$ cat src/rtl/wb_slave_bridge_if.sv
// WISHBONE classic bus bundle between a master and wb_slave_bridge.
// Signal names follow the slave's point of view.
interface wb_slave_bridge_if #(
  parameter int DW = 32,
  parameter int AW = 26
);
  logic            cyc_i;
  logic            stb_i;
  logic            we_i;
  logic [AW-1:0]   adr_i;
  logic [DW/8-1:0] sel_i;
  logic [DW-1:0]   dat_i;
  logic [DW-1:0]   dat_o;
  logic            ack_o;
  logic            err_o;
  logic            tagd_o;

  modport slave (
    input  cyc_i, stb_i, we_i, adr_i, sel_i, dat_i,
    output dat_o, ack_o, err_o, tagd_o
  );

  modport master (
    output cyc_i, stb_i, we_i, adr_i, sel_i, dat_i,
    input  dat_o, ack_o, err_o, tagd_o
  );
endinterface

$ cat src/rtl/wb_slave_bridge.sv
// WISHBONE classic slave routing each transfer to a word memory or a narrow SSP peripheral.
// Define WB_SLV_TIMEOUT_EN to abandon SSP accesses with err_o after TMO_CYC cycles without ssp_rdy_i.
module wb_slave_bridge #(
  parameter int DW       = 32,
  parameter int AW       = 26,
  parameter int SEL_BIT  = 16,
  parameter int NARROW_W = 8,
  parameter int WAIT_CYC = 1,
  parameter int TMO_CYC  = 255
) (
  input  logic                clk_i,
  input  logic                rst_i,
  wb_slave_bridge_if.slave    wb,
  output logic [AW-1:0]       mem_adr_o,
  output logic [DW/8-1:0]     mem_sel_o,
  output logic [DW-1:0]       mem_dat_o,
  input  logic [DW-1:0]       mem_dat_i,
  output logic                mem_r_o,
  output logic                mem_w_o,
  output logic [NARROW_W-1:0] ssp_dat_o,
  input  logic [NARROW_W-1:0] ssp_dat_i,
  input  logic                ssp_rdy_i,
  output logic                ssp_sel_o,
  output logic                ssp_w_o
);
  localparam int CW = (WAIT_CYC > 1) ? $clog2(WAIT_CYC) : 1;

  if (WAIT_CYC < 1 || SEL_BIT >= AW || NARROW_W > DW || TMO_CYC < 1) begin : g_bad_params
    $error("wb_slave_bridge: illegal parameter combination");
  end

  typedef enum logic [2:0] {S_IDLE, S_SETUP, S_WAIT, S_ACK, S_ERR} state_t;

  state_t          state_q;
  logic            we_q;
  logic            ssp_q;
  logic [CW-1:0]   wcnt_q;
  logic [AW-1:0]   adr_q;
  logic [DW/8-1:0] sel_q;
  logic [DW-1:0]   wdat_q;
  logic [DW-1:0]   rdata_q;
  logic            ack_q;
  logic            tagd_q;
  logic            mem_r_q;
  logic            mem_w_q;
  logic            ssp_sel_q;
  logic            ssp_w_q;

  logic            req;
  logic            abort;
  logic            wait_done;
  logic [DW-1:0]   rd_data;

  assign req       = wb.cyc_i & wb.stb_i;
  assign abort     = ((state_q == S_SETUP) || (state_q == S_WAIT)) && !wb.cyc_i;
  assign wait_done = (wcnt_q == '0) && (!ssp_q || ssp_rdy_i);
  assign rd_data   = ssp_q ? DW'(ssp_dat_i) : mem_dat_i;

`ifdef WB_SLV_TIMEOUT_EN
  localparam int TW = (TMO_CYC > 1) ? $clog2(TMO_CYC) : 1;
  logic [TW-1:0] tmo_q;
  logic          err_q;
  logic          tmo_hit;
  assign tmo_hit   = ssp_q && (tmo_q == TW'(TMO_CYC - 1));
  assign wb.err_o  = err_q;
`else
  assign wb.err_o  = 1'b0;
`endif

  always_ff @(posedge clk_i or negedge rst_i) begin
    if (!rst_i) begin
      state_q   <= S_IDLE;
      we_q      <= 1'b0;
      ssp_q     <= 1'b0;
      wcnt_q    <= '0;
      adr_q     <= '0;
      sel_q     <= '0;
      wdat_q    <= '0;
      rdata_q   <= '0;
      ack_q     <= 1'b0;
      tagd_q    <= 1'b0;
      mem_r_q   <= 1'b0;
      mem_w_q   <= 1'b0;
      ssp_sel_q <= 1'b0;
      ssp_w_q   <= 1'b0;
`ifdef WB_SLV_TIMEOUT_EN
      tmo_q     <= '0;
      err_q     <= 1'b0;
`endif
    end else begin
      ack_q  <= 1'b0;
      tagd_q <= 1'b0;
`ifdef WB_SLV_TIMEOUT_EN
      err_q  <= 1'b0;
`endif
      if (abort) begin
        // Master gave up mid-transfer: silently drop the access, keep dat_o.
        state_q   <= S_IDLE;
        mem_r_q   <= 1'b0;
        mem_w_q   <= 1'b0;
        ssp_sel_q <= 1'b0;
        ssp_w_q   <= 1'b0;
      end else begin
        case (state_q)
          S_IDLE: begin
            if (req) begin
              adr_q     <= wb.adr_i;
              sel_q     <= wb.sel_i;
              wdat_q    <= wb.dat_i;
              we_q      <= wb.we_i;
              ssp_q     <= wb.adr_i[SEL_BIT];
              mem_r_q   <= !wb.adr_i[SEL_BIT] && !wb.we_i;
              mem_w_q   <= !wb.adr_i[SEL_BIT] &&  wb.we_i;
              ssp_sel_q <=  wb.adr_i[SEL_BIT];
              ssp_w_q   <=  wb.adr_i[SEL_BIT] &&  wb.we_i;
              state_q   <= S_SETUP;
            end
          end
          S_SETUP: begin
            wcnt_q  <= CW'(WAIT_CYC - 1);
`ifdef WB_SLV_TIMEOUT_EN
            tmo_q   <= '0;
`endif
            state_q <= S_WAIT;
          end
          S_WAIT: begin
            if (wait_done) begin
              mem_r_q   <= 1'b0;
              mem_w_q   <= 1'b0;
              ssp_sel_q <= 1'b0;
              ssp_w_q   <= 1'b0;
              ack_q     <= 1'b1;
              tagd_q    <= ssp_q && !we_q;
              if (!we_q) begin
                rdata_q <= rd_data;
              end
              state_q   <= S_ACK;
`ifdef WB_SLV_TIMEOUT_EN
            end else if (tmo_hit) begin
              mem_r_q   <= 1'b0;
              mem_w_q   <= 1'b0;
              ssp_sel_q <= 1'b0;
              ssp_w_q   <= 1'b0;
              err_q     <= 1'b1;
              state_q   <= S_ERR;
`endif
            end else begin
              // Wait counter saturates at 0 while an SSP access waits for ready.
              if (wcnt_q != '0) begin
                wcnt_q <= wcnt_q - CW'(1);
              end
`ifdef WB_SLV_TIMEOUT_EN
              if (ssp_q) begin
                tmo_q <= tmo_q + TW'(1);
              end
`endif
            end
          end
          S_ACK:   state_q <= S_IDLE;
          S_ERR:   state_q <= S_IDLE;
          default: state_q <= S_IDLE;
        endcase
      end
    end
  end

  // Write acks present zero; the last read value reappears afterwards.
  assign wb.dat_o  = (ack_q && we_q) ? '0 : rdata_q;
  assign wb.ack_o  = ack_q;
  assign wb.tagd_o = tagd_q;

  assign mem_adr_o = adr_q;
  assign mem_sel_o = sel_q;
  assign mem_dat_o = wdat_q;
  assign mem_r_o   = mem_r_q;
  assign mem_w_o   = mem_w_q;
  assign ssp_dat_o = wdat_q[NARROW_W-1:0];
  assign ssp_sel_o = ssp_sel_q;
  assign ssp_w_o   = ssp_w_q;
endmodule

$ cat src/flat_wrapper.sv
// flat-port wrapper written by rule: the top's interface ports become plain ports
module wb_slave_bridge_flat 
#(
  parameter int DW       = 32,
  parameter int AW       = 26,
  parameter int SEL_BIT  = 16,
  parameter int NARROW_W = 8,
  parameter int WAIT_CYC = 1,
  parameter int TMO_CYC  = 255
)
  (clk_i, rst_i, mem_adr_o, mem_sel_o, mem_dat_o, mem_dat_i, mem_r_o, mem_w_o, ssp_dat_o, ssp_dat_i, ssp_rdy_i, ssp_sel_o, ssp_w_o, wb_cyc_i, wb_stb_i, wb_we_i, wb_adr_i, wb_sel_i, wb_dat_i, wb_dat_o, wb_ack_o, wb_err_o, wb_tagd_o);
  wb_slave_bridge_if #(.DW(DW), .AW(AW)) wb_i ();
  input  logic clk_i;
  input  logic rst_i;
  output logic [AW-1:0] mem_adr_o;
  output logic [DW/8-1:0] mem_sel_o;
  output logic [DW-1:0] mem_dat_o;
  input  logic [DW-1:0] mem_dat_i;
  output logic mem_r_o;
  output logic mem_w_o;
  output logic [NARROW_W-1:0] ssp_dat_o;
  input  logic [NARROW_W-1:0] ssp_dat_i;
  input  logic ssp_rdy_i;
  output logic ssp_sel_o;
  output logic ssp_w_o;
  input wire logic [$bits(wb_i.cyc_i)-1:0] wb_cyc_i;
  input wire logic [$bits(wb_i.stb_i)-1:0] wb_stb_i;
  input wire logic [$bits(wb_i.we_i)-1:0] wb_we_i;
  input wire logic [$bits(wb_i.adr_i)-1:0] wb_adr_i;
  input wire logic [$bits(wb_i.sel_i)-1:0] wb_sel_i;
  input wire logic [$bits(wb_i.dat_i)-1:0] wb_dat_i;
  output wire logic [$bits(wb_i.dat_o)-1:0] wb_dat_o;
  output wire logic [$bits(wb_i.ack_o)-1:0] wb_ack_o;
  output wire logic [$bits(wb_i.err_o)-1:0] wb_err_o;
  output wire logic [$bits(wb_i.tagd_o)-1:0] wb_tagd_o;
  assign wb_i.cyc_i = wb_cyc_i;
  assign wb_i.stb_i = wb_stb_i;
  assign wb_i.we_i = wb_we_i;
  assign wb_i.adr_i = wb_adr_i;
  assign wb_i.sel_i = wb_sel_i;
  assign wb_i.dat_i = wb_dat_i;
  assign wb_dat_o = wb_i.dat_o;
  assign wb_ack_o = wb_i.ack_o;
  assign wb_err_o = wb_i.err_o;
  assign wb_tagd_o = wb_i.tagd_o;
  wb_slave_bridge #(.DW(DW), .AW(AW), .SEL_BIT(SEL_BIT), .NARROW_W(NARROW_W), .WAIT_CYC(WAIT_CYC), .TMO_CYC(TMO_CYC)) u_core (.clk_i(clk_i), .rst_i(rst_i), .wb(wb_i), .mem_adr_o(mem_adr_o), .mem_sel_o(mem_sel_o), .mem_dat_o(mem_dat_o), .mem_dat_i(mem_dat_i), .mem_r_o(mem_r_o), .mem_w_o(mem_w_o), .ssp_dat_o(ssp_dat_o), .ssp_dat_i(ssp_dat_i), .ssp_rdy_i(ssp_rdy_i), .ssp_sel_o(ssp_sel_o), .ssp_w_o(ssp_w_o));
endmodule
$ cat config.mk
export PLATFORM = sky130hd
export DESIGN_NAME = wb_slave_bridge_flat
export DESIGN_NICKNAME = d
export VERILOG_FILES = /design/src/rtl/wb_slave_bridge_if.sv /design/src/rtl/wb_slave_bridge.sv /design/src/flat_wrapper.sv
export SDC_FILE = /design/constraint.sdc
export NUM_CORES = 1
export LEC_CHECK = 0
export ABC_AREA = 1
export CORE_ASPECT_RATIO = 0.7
export CORE_MARGIN = 2
export CORE_UTILIZATION = 38
export CTS_BUF_LIST = sky130_fd_sc_hd__clkbuf_4 sky130_fd_sc_hd__clkbuf_8
export DETAILED_ROUTE_END_ITERATION = 10
export PLACE_DENSITY_LB_ADDON = 0.25
export SETUP_SLACK_MARGIN = 0.2
export SLEW_MARGIN = 20
export SYNTH_ARGS = -nofsm -noshare
export SYNTH_HDL_FRONTEND = slang
export SYNTH_SLANG_ARGS = --single-unit
$ cat constraint.sdc
create_clock -name clk_i -period 1.4 [get_ports clk_i]
set_input_delay 0.28 -clock clk_i [delete_from_list [all_inputs] [get_ports clk_i]]
set_output_delay 0.28 -clock clk_i [all_outputs]
set_load 0.01 [all_outputs]
==> results.ini <==
[status]
outcome = finished with violations
violations = negative setup slack

[die]
num_io_pins = 217
dieWidth_um = 135
row_count = 33
coreArea_sq_um = 11700
initial_core_util_pct = 39.0
dieArea_sq_um = 12900
die_h_um = 95.8

[setup_path]
critPathArrivalTime_ns = 1.88
worst-path-max-fanout = 8
crit_required_ns = 1.66
crit_buf_inv = 4
reg2reg_slack_ns = -0.23
regToRegStartpoint = u_core.state_q[0]
startpoint_type = flop
cp_common_cell = buf_12
worstSetupPathType = reg2reg
rr_endpoint = u_core.mem_adr_o[0]
cp_slowest_cell = dfrtp_1
path_depth = 7
cp-end-kind = flop
critical-path-max-stage-delay_ns = 0.42
crit_end = u_core.mem_adr_o[0]
crit_chain = inv_2, ha_4, nand3_4, buf_12, buf_12, buf_16, mux2_4
crit_path_start = u_core.state_q[0]
path_delay_family = buffers and inverters
ff2ff_path_depth = 7

[global_route]
grt_pass1_wl_um = 22100
grt.total_usage_pct = 21.9
grt_max_degree = 48
grt_remaining_overflow = 0
grt_pass1_vias = 4275
antenna_found_initial = 0

[placement]
dp_worst_setup_slack_ns = -0.341
globalplace.congestion = 0.768
dpl.hpwl_um = 8740
io_buffers = 215
place_area_sq_um = 7210

[job]
max-cap-violations = 0

[power]
leakage_nw = 4.43
power.density_nw_per_um2 = 2130
irDropWorstVdd_mv = 1.07

[synthesis]
syn-cell-area_sq_um = 4570
synth.distinct_cells = 23
synth_largest_area_cell = dfrtp_1
netlist_top_cells_count = dfrtp_1 (103), nand2_1 (79), mux2_2 (61)
synth-seq-cells = 103
synthTopCellsByArea = dfrtp_1 (56%), mux2_2 (15%), nand2_1 (6.5%)
synth_edf_count = 0
synth-async-reset-ratio_pct = 100
synthDominantCellAreaShare_pct = 56.4
avgSynthCellArea_sq_um = 10.8
synthCells = 424
synth-seq-area-share_pct = 56.4
synth_ff_type = dfrtp_1
synth.most_common_cell = dfrtp_1
synth_nets = 535
synth_warnings = 0

[detailed_routing]
first_pass_iters = 4
drt_drc_violations_left = 0
vias = 4256
viasPerCell = 4.66
wirelength_um = 15000
drt_iter0_drc = 142
antenna_left = 0
wl_per_cell_um = 16.4

[min_path]
min_path_type = in2async

[timing]
finalClockSkew_ns = 0.0133
setup_viol = 135
post-route-period-util_pct = 116
fmax_mhz = 614
fin_ws_ns = -0.229
fin_crit_ns = 1.63
slew_violations = 0
hold_viol = 0
rsz0062_at_grt = true

[final_layout]
fillers = 783
fin_nets = 863
fin_area_sq_um = 8890
drive_above_1_share_pct = 57.2
syn2layout_area_growth_pct = 94.4
antenna_cells = 0

[clock_tree]
cts_root_buffer = clkbuf_8
cts_max_level = 3
cts.sinks = 103
clockBufferDepth = 2
clk_pin_slew_ns = 0.10
clock_latency_ns = 0.36
cts_tree = built
cts_made_buffers = 9

[sequential cells by signal (all words and copies together), names as in the netlist]
name              count
u_core.we_q           1
u_core.wb.ack_o       1
u_core.ssp_sel_o      1
u_core.wb.tagd_o      1
u_core.rdata_q       32
u_core.mem_dat_o     32
u_core.mem_adr_o     26
u_core.ssp_w_o        1
u_core.mem_w_o        1
u_core.mem_sel_o      4
u_core.mem_r_o        1
u_core.state_q        2
[kinds of logic (layout without fill, tap and decap cells)]
group / after synthesis / count (layout) / synth area share, %
other: 1 / 1 / 0.0820
buffers and inverters: 72 / 405 / 8.67
multiplexers: 61 / 61 / 15.0
AND/OR/NAND/NOR: 139 / 139 / 12.5
adder cells (fa/ha/maj): 3 / 3 / 0.821
flip-flops: 103 / 103 / 56.4
AO/OA/AOI/OAI: 45 / 45 / 6.57
[routing by layer]
layer	wire length, um	track usage, %	vias up
met3	740	4.58	32
met4	386	7.47	0
li1	-	-	2011
met5	0	0	-
met1	6170	28.1	2072
met2	7700	37.3	141
[worst min path at each step]
stage | startpoint | to | slack [ns] | cells past startpoint
floorplan | rst_i | u_core.mem_adr_o[0] | -0.02 | 0
global placement | rst_i | u_core.rdata_q[7] | 0.19 | 1
detailed placement | rst_i | u_core.rdata_q[4] | 0.20 | 1
CTS | rst_i | u_core.rdata_q[4] | 0.34 | 2
global route | rst_i | u_core.rdata_q[7] | 0.36 | 2
finish | rst_i | u_core.rdata_q[7] | 0.35 | 2
[cell type report]
cell class,instances,area [sq um],area share [%]
Inverter,42,163,1.83
Multi-Input combinational cell,249,2310,25.9
Clock buffer,10,131,1.48
Timing Repair Buffer,347,3440,38.7
Sequential cell,103,2580,29.0
Clock inverter,6,75.1,0.844
Tap cell,157,196,2.21
[through the flow]
step,std cells,setup TNS [ns],power [W],hold slack (ns),utilization [%]
final,914,-21.29,0.0189,0.346,75.8
after global routing,914,-28.65,0.0200,0.358,75.8
after CTS,879,-16.33,0.0171,0.340,70.4
after detailed placement,790,-33.66,0.0138,0.203,61.5
after global placement,790,-31.16,0.0136,0.194,61.5
after floorplan,424,-1.18,0.00969,-0.0156,-
[worst reg2reg max path, stage by stage (launching register included)]
cell	delay (ns)
dfrtp_1	0.42
inv_2	0.10
ha_4	0.16
nand3_4	0.10
buf_12	0.16
buf_12	0.13
buf_16	0.14
mux2_4	0.30
[cell usage in the layout (no fill, tap or decap), types with 12 or more instances in the layout]
cell             Yosys  routed
nand2_4              0      25
buf_12               0      12
buf_16               0      16
inv_1               41      36
nor2_2               1      13
clkdlybuf4s50_1      0     106
buf_2                1      68
dfrtp_1            103     103
nand2_2              1      17
o21ai_2             20      28
nand2_1             79      36
nor2_1              40      21
mux2_4               0      60
buf_6               11      66
buf_4               11      75
[power breakdown]
| group | switching [W] | internal [W] | leakage, nW | total [W] |
|---|---|---|---|---|
| registers | 0.00107 | 0.00440 | 1.26 | 0.00547 |
| clock network | 0.00109 | 0.000877 | 0.103 | 0.00196 |
| logic | 0.00464 | 0.00686 | 3.06 | 0.0115 |
[what timing repair did]
item / in CTS / in global routing
endpoints found under the setup margin: 208 / 211
buffers inserted: 57 / 35
gates resized for setup: 573 / 78
pin swaps: 11 / 17
hold endpoints to repair: 20 / 0
hold buffers: 1 / 0
gates cloned: 15 / 0
Note: power is estimated with default switching activity, not from simulation.
